**src/rtl/cla_pipe_addsub.sv**
```systemverilog
// rtl/cla_pipe_addsub.sv - pipelined carry-lookahead adder/subtractor with valid/ready handshake
module cla_pipe_addsub #(
  parameter int WIDTH = 32,
  parameter int BLOCK = 8,
  localparam int STAGES = WIDTH / BLOCK
) (
  input  logic             clk,
  input  logic             rst,
  input  logic             in_valid,
  output logic             in_ready,
  input  logic [WIDTH-1:0] a,
  input  logic [WIDTH-1:0] b,
  input  logic             sub,
  input  logic             cin,
  output logic             out_valid,
  input  logic             out_ready,
  output logic [WIDTH-1:0] sum,
  output logic             carry_out,
  output logic             overflow,
  output logic             zero
);

  // Per-stage state: valid bit, operand skew (a, b already inverted for subtract),
  // partially built sum, and the carry out of the group this stage just computed.
  logic             valid_q [STAGES];
  logic             valid_d [STAGES];
  logic [WIDTH-1:0] opa_q   [STAGES];
  logic [WIDTH-1:0] opa_d   [STAGES];
  logic [WIDTH-1:0] opb_q   [STAGES];
  logic [WIDTH-1:0] opb_d   [STAGES];
  logic [WIDTH-1:0] sum_q   [STAGES];
  logic [WIDTH-1:0] sum_d   [STAGES];
  logic             carry_q [STAGES];
  logic             carry_d [STAGES];
  logic             ovf_q, ovf_d;
  logic             zero_q, zero_d;

  logic             adv;
  int               kp;
  logic [WIDTH-1:0] ga, gb, gs;
  logic             gc, gv;
  logic [BLOCK+1:0] gres;

  // One lookahead group: every carry is a flat sum of generate/propagate products,
  // so no carry ripples inside the group. Returns {carry into MSB, carry out, sum}.
  function automatic logic [BLOCK+1:0] cla_group(input logic [BLOCK-1:0] ga_i,
                                                 input logic [BLOCK-1:0] gb_i,
                                                 input logic             gc_i);
    logic [BLOCK-1:0] p, g;
    logic [BLOCK:0]   c;
    logic             term;
    p    = ga_i ^ gb_i;
    g    = ga_i & gb_i;
    c    = '0;
    c[0] = gc_i;
    for (int i = 0; i < BLOCK; i++) begin
      term = gc_i;
      for (int j = 0; j <= i; j++) term = term & p[j];
      c[i+1] = term;
      for (int j = 0; j <= i; j++) begin
        term = g[j];
        for (int m = j + 1; m <= i; m++) term = term & p[m];
        c[i+1] = c[i+1] | term;
      end
    end
    return {c[BLOCK-1], c[BLOCK], p ^ c[BLOCK-1:0]};
  endfunction

  // The whole pipe moves as one: it advances unless a finished result is being held.
  always_comb begin
    adv = !valid_q[STAGES-1] | out_ready;
  end

  assign in_ready  = adv;
  assign out_valid = valid_q[STAGES-1];
  assign sum       = sum_q[STAGES-1];
  assign carry_out = carry_q[STAGES-1];
  assign overflow  = ovf_q;
  assign zero      = zero_q;

  // Stage k takes group k from the previous stage's skewed operands and carry.
  always_comb begin
    ga     = '0;
    gb     = '0;
    gs     = '0;
    gc     = 1'b0;
    gv     = 1'b0;
    gres   = '0;
    kp     = 0;
    ovf_d  = ovf_q;
    zero_d = zero_q;
    for (int k = 0; k < STAGES; k++) begin
      valid_d[k] = valid_q[k];
      opa_d[k]   = opa_q[k];
      opb_d[k]   = opb_q[k];
      sum_d[k]   = sum_q[k];
      carry_d[k] = carry_q[k];
    end
    if (adv) begin
      for (int k = 0; k < STAGES; k++) begin
        kp = (k == 0) ? 0 : k - 1;
        if (k == 0) begin
          ga = a;
          gb = sub ? ~b : b;
          gc = sub | cin;
          gs = '0;
          gv = in_valid;
        end else begin
          ga = opa_q[kp];
          gb = opb_q[kp];
          gc = carry_q[kp];
          gs = sum_q[kp];
          gv = valid_q[kp];
        end
        gres = cla_group(ga[k*BLOCK +: BLOCK], gb[k*BLOCK +: BLOCK], gc);
        gs[k*BLOCK +: BLOCK] = gres[BLOCK-1:0];
        valid_d[k] = gv;
        opa_d[k]   = ga;
        opb_d[k]   = gb;
        sum_d[k]   = gs;
        carry_d[k] = gres[BLOCK];
        if (k == STAGES - 1) begin
          ovf_d  = gres[BLOCK+1] ^ gres[BLOCK];
          zero_d = (gs == '0);
        end
      end
    end
  end

  // Stage registers; reset discards anything in flight.
  always_ff @(posedge clk or posedge rst) begin
    if (rst) begin
      for (int k = 0; k < STAGES; k++) begin
        valid_q[k] <= 1'b0;
        opa_q[k]   <= '0;
        opb_q[k]   <= '0;
        sum_q[k]   <= '0;
        carry_q[k] <= 1'b0;
      end
      ovf_q  <= 1'b0;
      zero_q <= 1'b0;
    end else begin
      for (int k = 0; k < STAGES; k++) begin
        valid_q[k] <= valid_d[k];
        opa_q[k]   <= opa_d[k];
        opb_q[k]   <= opb_d[k];
        sum_q[k]   <= sum_d[k];
        carry_q[k] <= carry_d[k];
      end
      ovf_q  <= ovf_d;
      zero_q <= zero_d;
    end
  end

endmodule

```
**config.mk**
```make
export PLATFORM = sky130hd
export DESIGN_NAME = cla_pipe_addsub
export DESIGN_NICKNAME = d
export VERILOG_FILES = /design/src/rtl/cla_pipe_addsub.sv
export SDC_FILE = /design/constraint.sdc
export NUM_CORES = 1
export LEC_CHECK = 0
export CAP_MARGIN = 20
export CORE_ASPECT_RATIO = 0.9
export CORE_MARGIN = 10
export CORE_UTILIZATION = 52
export CTS_BUF_LIST = sky130_fd_sc_hd__clkbuf_8
export DETAILED_ROUTE_END_ITERATION = 8
export GPL_ROUTABILITY_DRIVEN = 0
export GPL_TIMING_DRIVEN = 0
export PLACE_DENSITY = 0.77
export SLEW_MARGIN = 0
export SYNTH_ARGS = -nofsm -noshare
export SYNTH_HDL_FRONTEND = slang
export SYNTH_SLANG_ARGS = --single-unit
export TNS_END_PERCENT = 20
```
**constraint.sdc**
```tcl
create_clock -name clk -period 7.4 [get_ports clk]
set_input_delay 2.22 -clock clk [delete_from_list [all_inputs] [get_ports clk]]
set_output_delay 2.22 -clock clk [all_outputs]
set_load 0.01 [all_outputs]
```
Word level (Yosys, flattened, before mapping)
Index checks and enable logic that the tools add are counted.
{"block": "op_classes", "reduce_logical": 2, "muxes": 14, "bitwise_logic": 304}
{"op": "two-way mux 32 bit", "count": 9}
{"op": "OR 1 bit", "count": 146}
{"op": "AND 1 bit", "count": 144}
{"op": "XOR 8 bit", "count": 8}
{"op": "AND 8 bit", "count": 4}
{"op": "zero test 32 bit", "count": 1}
{"op": "inverter 32 bit", "count": 1}
{"op": "two-way mux 24 bit", "count": 1}
{"op": "two-way mux 1 bit", "count": 4}
{"op": "zero test 1 bit", "count": 1}
{"op": "XOR 1 bit", "count": 1}
{"block": "totals", "reg_bits": 282, "inputBits": 70}

Logic depth before layout (Yosys ltp)
{"block": "depth", "ltp_word": 21, "ltp_mapped": 11, "depth_no_buf": 9}

Worst setup path before layout
OpenSTA, ideal clock, no wires.
{"block": "synth_timing", "path_kind": "input port to output port", "from": "input out_ready", "to": "output in_ready", "slack_ns": 2.102, "required_ns": 5.180, "arrival_ns": 3.078, "cell_stages": 5, "path_buffers": 3, "path_cell_list": "nor2b_1 -> clkbuf_1 -> inv_1 -> clkbuf_1 -> clkbuf_1"}
{"block": "synth_between", "elab_chain_cells": 1}
{"element": "from (decl)", "line_no": "16", "text": "input logic out_ready,"}
{"element": "OR 1 bit", "line_no": "71", "text": "adv = !valid_q[STAGES-1] | out_ready;"}
{"element": "to (decl)", "line_no": "10", "text": "output logic in_ready,"}
No other way between the ends.

Worst setup path after layout
Same ends and word-level chain as after synthesis.

==> impl_metrics.ini <==
[synthesis]
netlist.area_leader.share_pct = 54.7
postSynthCellCount = 928
synth_enable_flop_cells = 0
asyncSetResetFlopFracSynth_pct = 100
synth.area.top_cells = dfrtp_1 (55%), nand2_1 (19%), ha_1 (5.3%), xnor2_1 (3.1%), buf_4 (2.8%)
synth_cell_type_count = 37
synth.yosys.seq_area_share_pct = 54.7
total_of_warnings_raised_by_yosys = 0
synth_area_leader_cell = dfrtp_1
synth-main-ff-cell = dfrtp_1
syn_area_sq_um = 8510
mean_post_synth_cell_area_sq_um = 9.17
syn-num-nets = 1038
synth.ff_latch_count = 186

[cts]
clock_tree_from_tritoncts = built
post_cts.repair.setup_buffers = 0
cts.sink_count = 186
clock_tree.buffer_depth = 2
cts_htree_levels = 4
cts_root_buffer = clkbuf_8
cts-hold-fix-buffers = 0
cts.reportedPaths.clkPinSlew_ns = 0.08
worstSkewPairLatency_ns = 0.47
post_cts_resized = 0
tritoncts.num_buffers = 17

[drt]
drt-total-wl_um = 19200
avgRoutedWirePerCell_um = 15.1
final_antenna_net_count = 0
dr.pass1.iters = 5
drc_errors = 0
vias = 6368
initialDrtViolationCount = 373
route.detailed.vias_per_inst = 5.00

[timing]
worst_slew_margin_rel_pct = 46.9
layout_worst_path_cycle_share_pct = 95.4
hold_viol = 0
period_needed_ns = 7.06
rsz0062_at_grt = no
worstMarginPinSlew_ns = 0.796
clock.fmax_ghz = 0.142
clock-skew-final_ns = 0.0103
final_setup_viols = 0
slew_viol_final = 0

[critical_path]
crit_required_ns = 5.18
crit_path_arrival_time_ns = 4.84
worst-setup-path-type = input port to output port
critPathLaunchType = input port
endpoint_kind = output port
worst-path-max-fanout = 10

[placement]
post-dp-hpwl_um = 14600
place.port_buffers = 105
place_area_sq_um = 9850

[pwr]
fin_total_pwr_mw = 4.22
power.ir.vdd_worst_uv = 224
power.leakage_nw = 5.04
pwr_density_cell_nw_per_um2 = 410

[global_routing]
global_route.overflow_total = 0
number_of_antenna_violations_at_the_first_check_in_global_routing = 0
grtUsageTotal_pct = 17.8
wire_length_of_the_first_global_routing_pass_um = 31300
first_global_vias = 6308
pin_count_of_the_biggest_net_entering_global_routing = 116

[status]
run_status = complete, no violations

[cells_and_area]
final_cell_mix = nand2_1 (428), dfrtp_1 (186), clkdlybuf4s50_1 (105)
stdcell_area_sq_um = 10300
mostFrequentLayoutCell = nand2_1
design.final.nets = 1163
flow.area_growth_from_synthesis_pct = 20.9
layout_cell_share_with_drive_strength_beyond_1_pct = 6.47
antenna_cells_inserted = 0

[hold_path]
timing.hold.worst.class = register to register

[die]
dieWidth_um = 155
pin_count = 107
die_height_um = 141
core_box_area_sq_um = 16100
row_count = 44
initial_utilization_pct = 52.9
fp.dieArea_sq_um = 21900

[run]
drv_cap = 0
[cells by family (layout without fill, tap and decap cells)]
group,count (synthesis),count (layout),share of synthesized area (%)
simple gates,482,482,22.1
flops,186,186,54.7
compound gates,92,92,7.18
buf+inv,82,220,5.03
xor+xnor,44,44,4.53
fa+ha+maj,40,40,6.24
mux,2,2,0.265
[worst max-delay path: stages]
cell	delay, ns
clkdlybuf4s50_1	0.45
nor2b_1	0.06
clkbuf_1	0.16
inv_1	0.13
clkbuf_1	0.51
clkbuf_1	0.61
clkdlybuf4s50_1	0.69
[layout make-up]
class | instances | area [sq um]
inverters | 5 | 26.3
clock buffers | 23 | 317
plain buffers | 77 | 409
clock inverters | 9 | 120
multi-input cells | 660 | 3430
repair buffers | 106 | 1080
fillers | 1356 | 5790
well taps | 207 | 259
flip-flops and latches | 186 | 4650
[synth_stat cells (4+ instances only)]
master / number
ha_1: 36
o31ai_1: 10
or3_1: 5
clkbuf_1: 43
nand2b_1: 5
inv_1: 5
dfrtp_1: 186
xor2_1: 14
nor3_1: 10
fa_1: 4
o21ai_0: 34
nor4_1: 5
a21oi_1: 12
o31a_1: 4
xnor2_1: 30
nor2_1: 21
nand2_1: 428
o21a_1: 13
buf_4: 32
[power by group]
group	internal [mW]	total [mW]	switching (mW)
clock network	0.384	0.728	0.344
registers	1.47	1.77	0.304
logic	0.820	1.72	0.902
[registers in the layout, summed over array words and instances (netlist names)]
register / flops
carry_out: 1
valid_q: 3
overflow: 1
sum_q: 48
opa_q: 48
carry_q: 3
out_valid: 1
sum: 32
opb_q: 48
zero: 1
[layer usage]
| layer | GRT usage [%] | wire, um | up-vias |
|---|---|---|---|
| met3 | 4.90 | 1130 | 25 |
| met1 | 23.7 | 9020 | 2982 |
| li1 | - | - | 3195 |
| met4 | 6.21 | 312 | 0 |
| met2 | 27.4 | 8740 | 166 |
| met5 | 0 | 0 | - |
[through the flow]
step	worst slack, ns	instances	utilization, %	TNS (ns)	hold WS [ns]
2_1_floorplan	0.123	928	-	0	0.430
3_3_place_gp	-2.16	1240	61.1	-398.36	0.444
3_5_place_dp	0.388	1241	61.3	0	0.455
4_1_cts	0.377	1273	64.0	0	0.475
5_1_grt	0.183	1273	64.0	0	0.492
6_report	0.337	1273	64.0	0	0.472
[worst paths after layout]
kind	from	end	slack, ns	cells past startpoint
min in group asynchronous	rst	opa_q[121]	2.20	2
max reg2reg	opa_q[56]	zero	4.76	8
min	opa_q[123]	opa_q[123]	0.47	2
min reg2reg	opa_q[123]	opa_q[123]	0.47	2
max in group asynchronous	rst	carry_q[2]	4.27	3
max	out_ready	in_ready	0.34	7
Note: power is estimated with default switching activity, not from simulation.
==> patch, RTL diff (same flow settings) <==
The parameter `BLOCK` goes from 8 to 16.
--- a/src/rtl/cla_pipe_addsub.sv
+++ b/src/rtl/cla_pipe_addsub.sv
@@ -1,7 +1,7 @@
 // rtl/cla_pipe_addsub.sv - pipelined carry-lookahead adder/subtractor with valid/ready handshake
 module cla_pipe_addsub #(
   parameter int WIDTH = 32,
-  parameter int BLOCK = 8,
+  parameter int BLOCK = 16,
   localparam int STAGES = WIDTH / BLOCK
 ) (
   input  logic             clk,
Formal check against the unedited RTL: not equivalent (a bounded check fails within 4 cycles, from zero or initial values and one cycle with rst high).
==> patch against the unedited design <==
- fmax up 5.1%
- wire length fell by 31%
- sequential cell count down 100
- final area fell by 37%
- register-to-register slack worse by 0.29 ns
- worst setup slack improved by 0.34 ns
- area after synthesis fell by 40%
- non-clock buffer count decreased by 21
- sequential share of layout area decreased by 12 points
- total power shrank 56%
- critical endpoint unchanged
- highest routed layer unchanged
==> patch: results (changes against the unedited design) <==
Parameter                              Value

Global route
  Met3 track utilization from global routing    0.04249 (was 0.04896)
  Via count of the first global-routing pass    4,327 (was 6,308)
  GRT Overall Usage    0.1892 (was 0.1778)
  Global-route met2 utilization    0.3020 (was 0.2736)
  Wire length of the first global-routing pass    21,470 µm (was 31,250 µm)
  Largest net degree at the start of global routing    59 (was 116)

Final layout
  # fillers    800 (was 1,356)
  Fin nets    782 (was 1,163)
  Fin cells    807 (was 1,273)
  Fraction of layout instances using a drive strength above 1    0.09692 (was 0.06473)

Hold path
  Worst Hold Launch    valid_q[1] (was opa_q[123])

Yosys
  Ranking of synthesized cells by instance count    sky130_fd_sc_hd__nand2_1, sky130_fd_sc_hd__dfrtp_1, sky130_fd_sc_hd__ha_1 (was sky130_fd_sc_hd__nand2_1, sky130_fd_sc_hd__dfrtp_1, sky130_fd_sc_hd__clkbuf_1)
  Sequential area share after synthesis    0.4244 (was 0.5471)
  Mapped Cells    559 (was 928)
  Syn Nets    665 (was 1,038)

Drt
  Met1 wire length    5651 µm (was 9017 µm)
  Number of DRC markers after the initial detailed-route iteration    303 (was 373)
  Routed len/inst    16.45 µm (was 15.09 µm)
  DR vias/cell    5.373 (was 5.002)
  Routed wl met3    1161 µm (was 1134 µm)

Critical path
  Arrival @ worst endpoint    4.50 ns (was 4.84 ns)
  Delay of the slowest cell on the worst path    0.65 ns (was 0.69 ns)
  Worst R2R Start    opa_q[48] (was opa_q[56])

Place
  Pre-CTS setup slack    0.6888 ns (was 0.3879 ns)
  Cell Area, Placed    6310 µm² (was 9853 µm²)
  Detailed Place HPWL    10,120 µm (was 14,590 µm)

Power
  Leakage power    2.959 nW (was 5.042 nW)

Clock network
  TritonCTS buffer count    9 (was 17)
  Maximum level of the CTS H-tree    3 (was 4)
  Source-to-sink clock delay at the later pin of the worst-skew pair    0.36 ns (was 0.47 ns)

Timing
  Clock tree skew after final layout    0.009448 ns (was 0.01028 ns)
  Relative slew slack    0.5104 (was 0.4692)
  Slew at the pin closest to its max-slew limit    0.7344 ns (was 0.7962 ns)

Status
  Result of the run    finished clean (unchanged)
[patch: cell count changes in the layout (fill, tap and decap cells not counted), sizes merged, moves of 6 or more]
cell,delta
xnor2,-6
a21oi,+13
xor2,+9
clkbuf,-42
dfrtp,-100
buf,+7
nand2,-281
[patch: cells by family (layout without fill, tap and decap cells)]
logic type	count (synthesis)	count (layout)	synth area share
buffers and inverters	66	188	0.07426
adder cells (fa/ha/maj)	36	36	0.09178
AO/OA/AOI/OAI	103	103	0.1364
flip-flops	86	86	0.4244
XOR/XNOR	47	47	0.08117
multiplexers	2	2	0.004441
AND/OR/NAND/NOR	219	219	0.1875
[patch: area by class of cell]
cell class                      count  share of cell area
Clock inverter                      7             0.01229
Sequential cell                    86              0.3304
Multi-Input combinational cell    407              0.3903
Buffer                             56             0.05206
Inverter                           10            0.006147
Timing Repair Buffer              106              0.1656
Clock buffer                        9             0.01902
Tap cell                          126             0.02420
[patch: worst paths after layout]
| check | to | slack [ns] | depth (start not counted) |
|---|---|---|---|
| worst max-delay path | in_ready | 0.68 | 6 |
| worst min-delay path | valid_q[1] | 0.47 | 2 |
| worst max register to register | zero | 4.47 | 10 |
| worst min register to register | valid_q[1] | 0.47 | 2 |
| max in group asynchronous | opa_q[56] | 4.59 | 3 |
| min in group asynchronous | opa_q[51] | 2.19 | 2 |
[patch: power by group]
| part | internal (mW) | total, mW | switching [mW] |
|---|---|---|---|
| clock network | 0.160 | 0.342 | 0.182 |
| registers | 0.598 | 0.695 | 0.0973 |
| logic | 0.430 | 0.804 | 0.374 |
[patch: stage by stage]
stage | power [mW] | hold slack, ns
finish | 1.840 | 0.4736
global route | 1.955 | 0.5007
CTS | 1.843 | 0.4786
detailed placement | 1.497 | 0.4589
global placement | 1.471 | 0.4423
floorplan | 1.176 | 0.4300
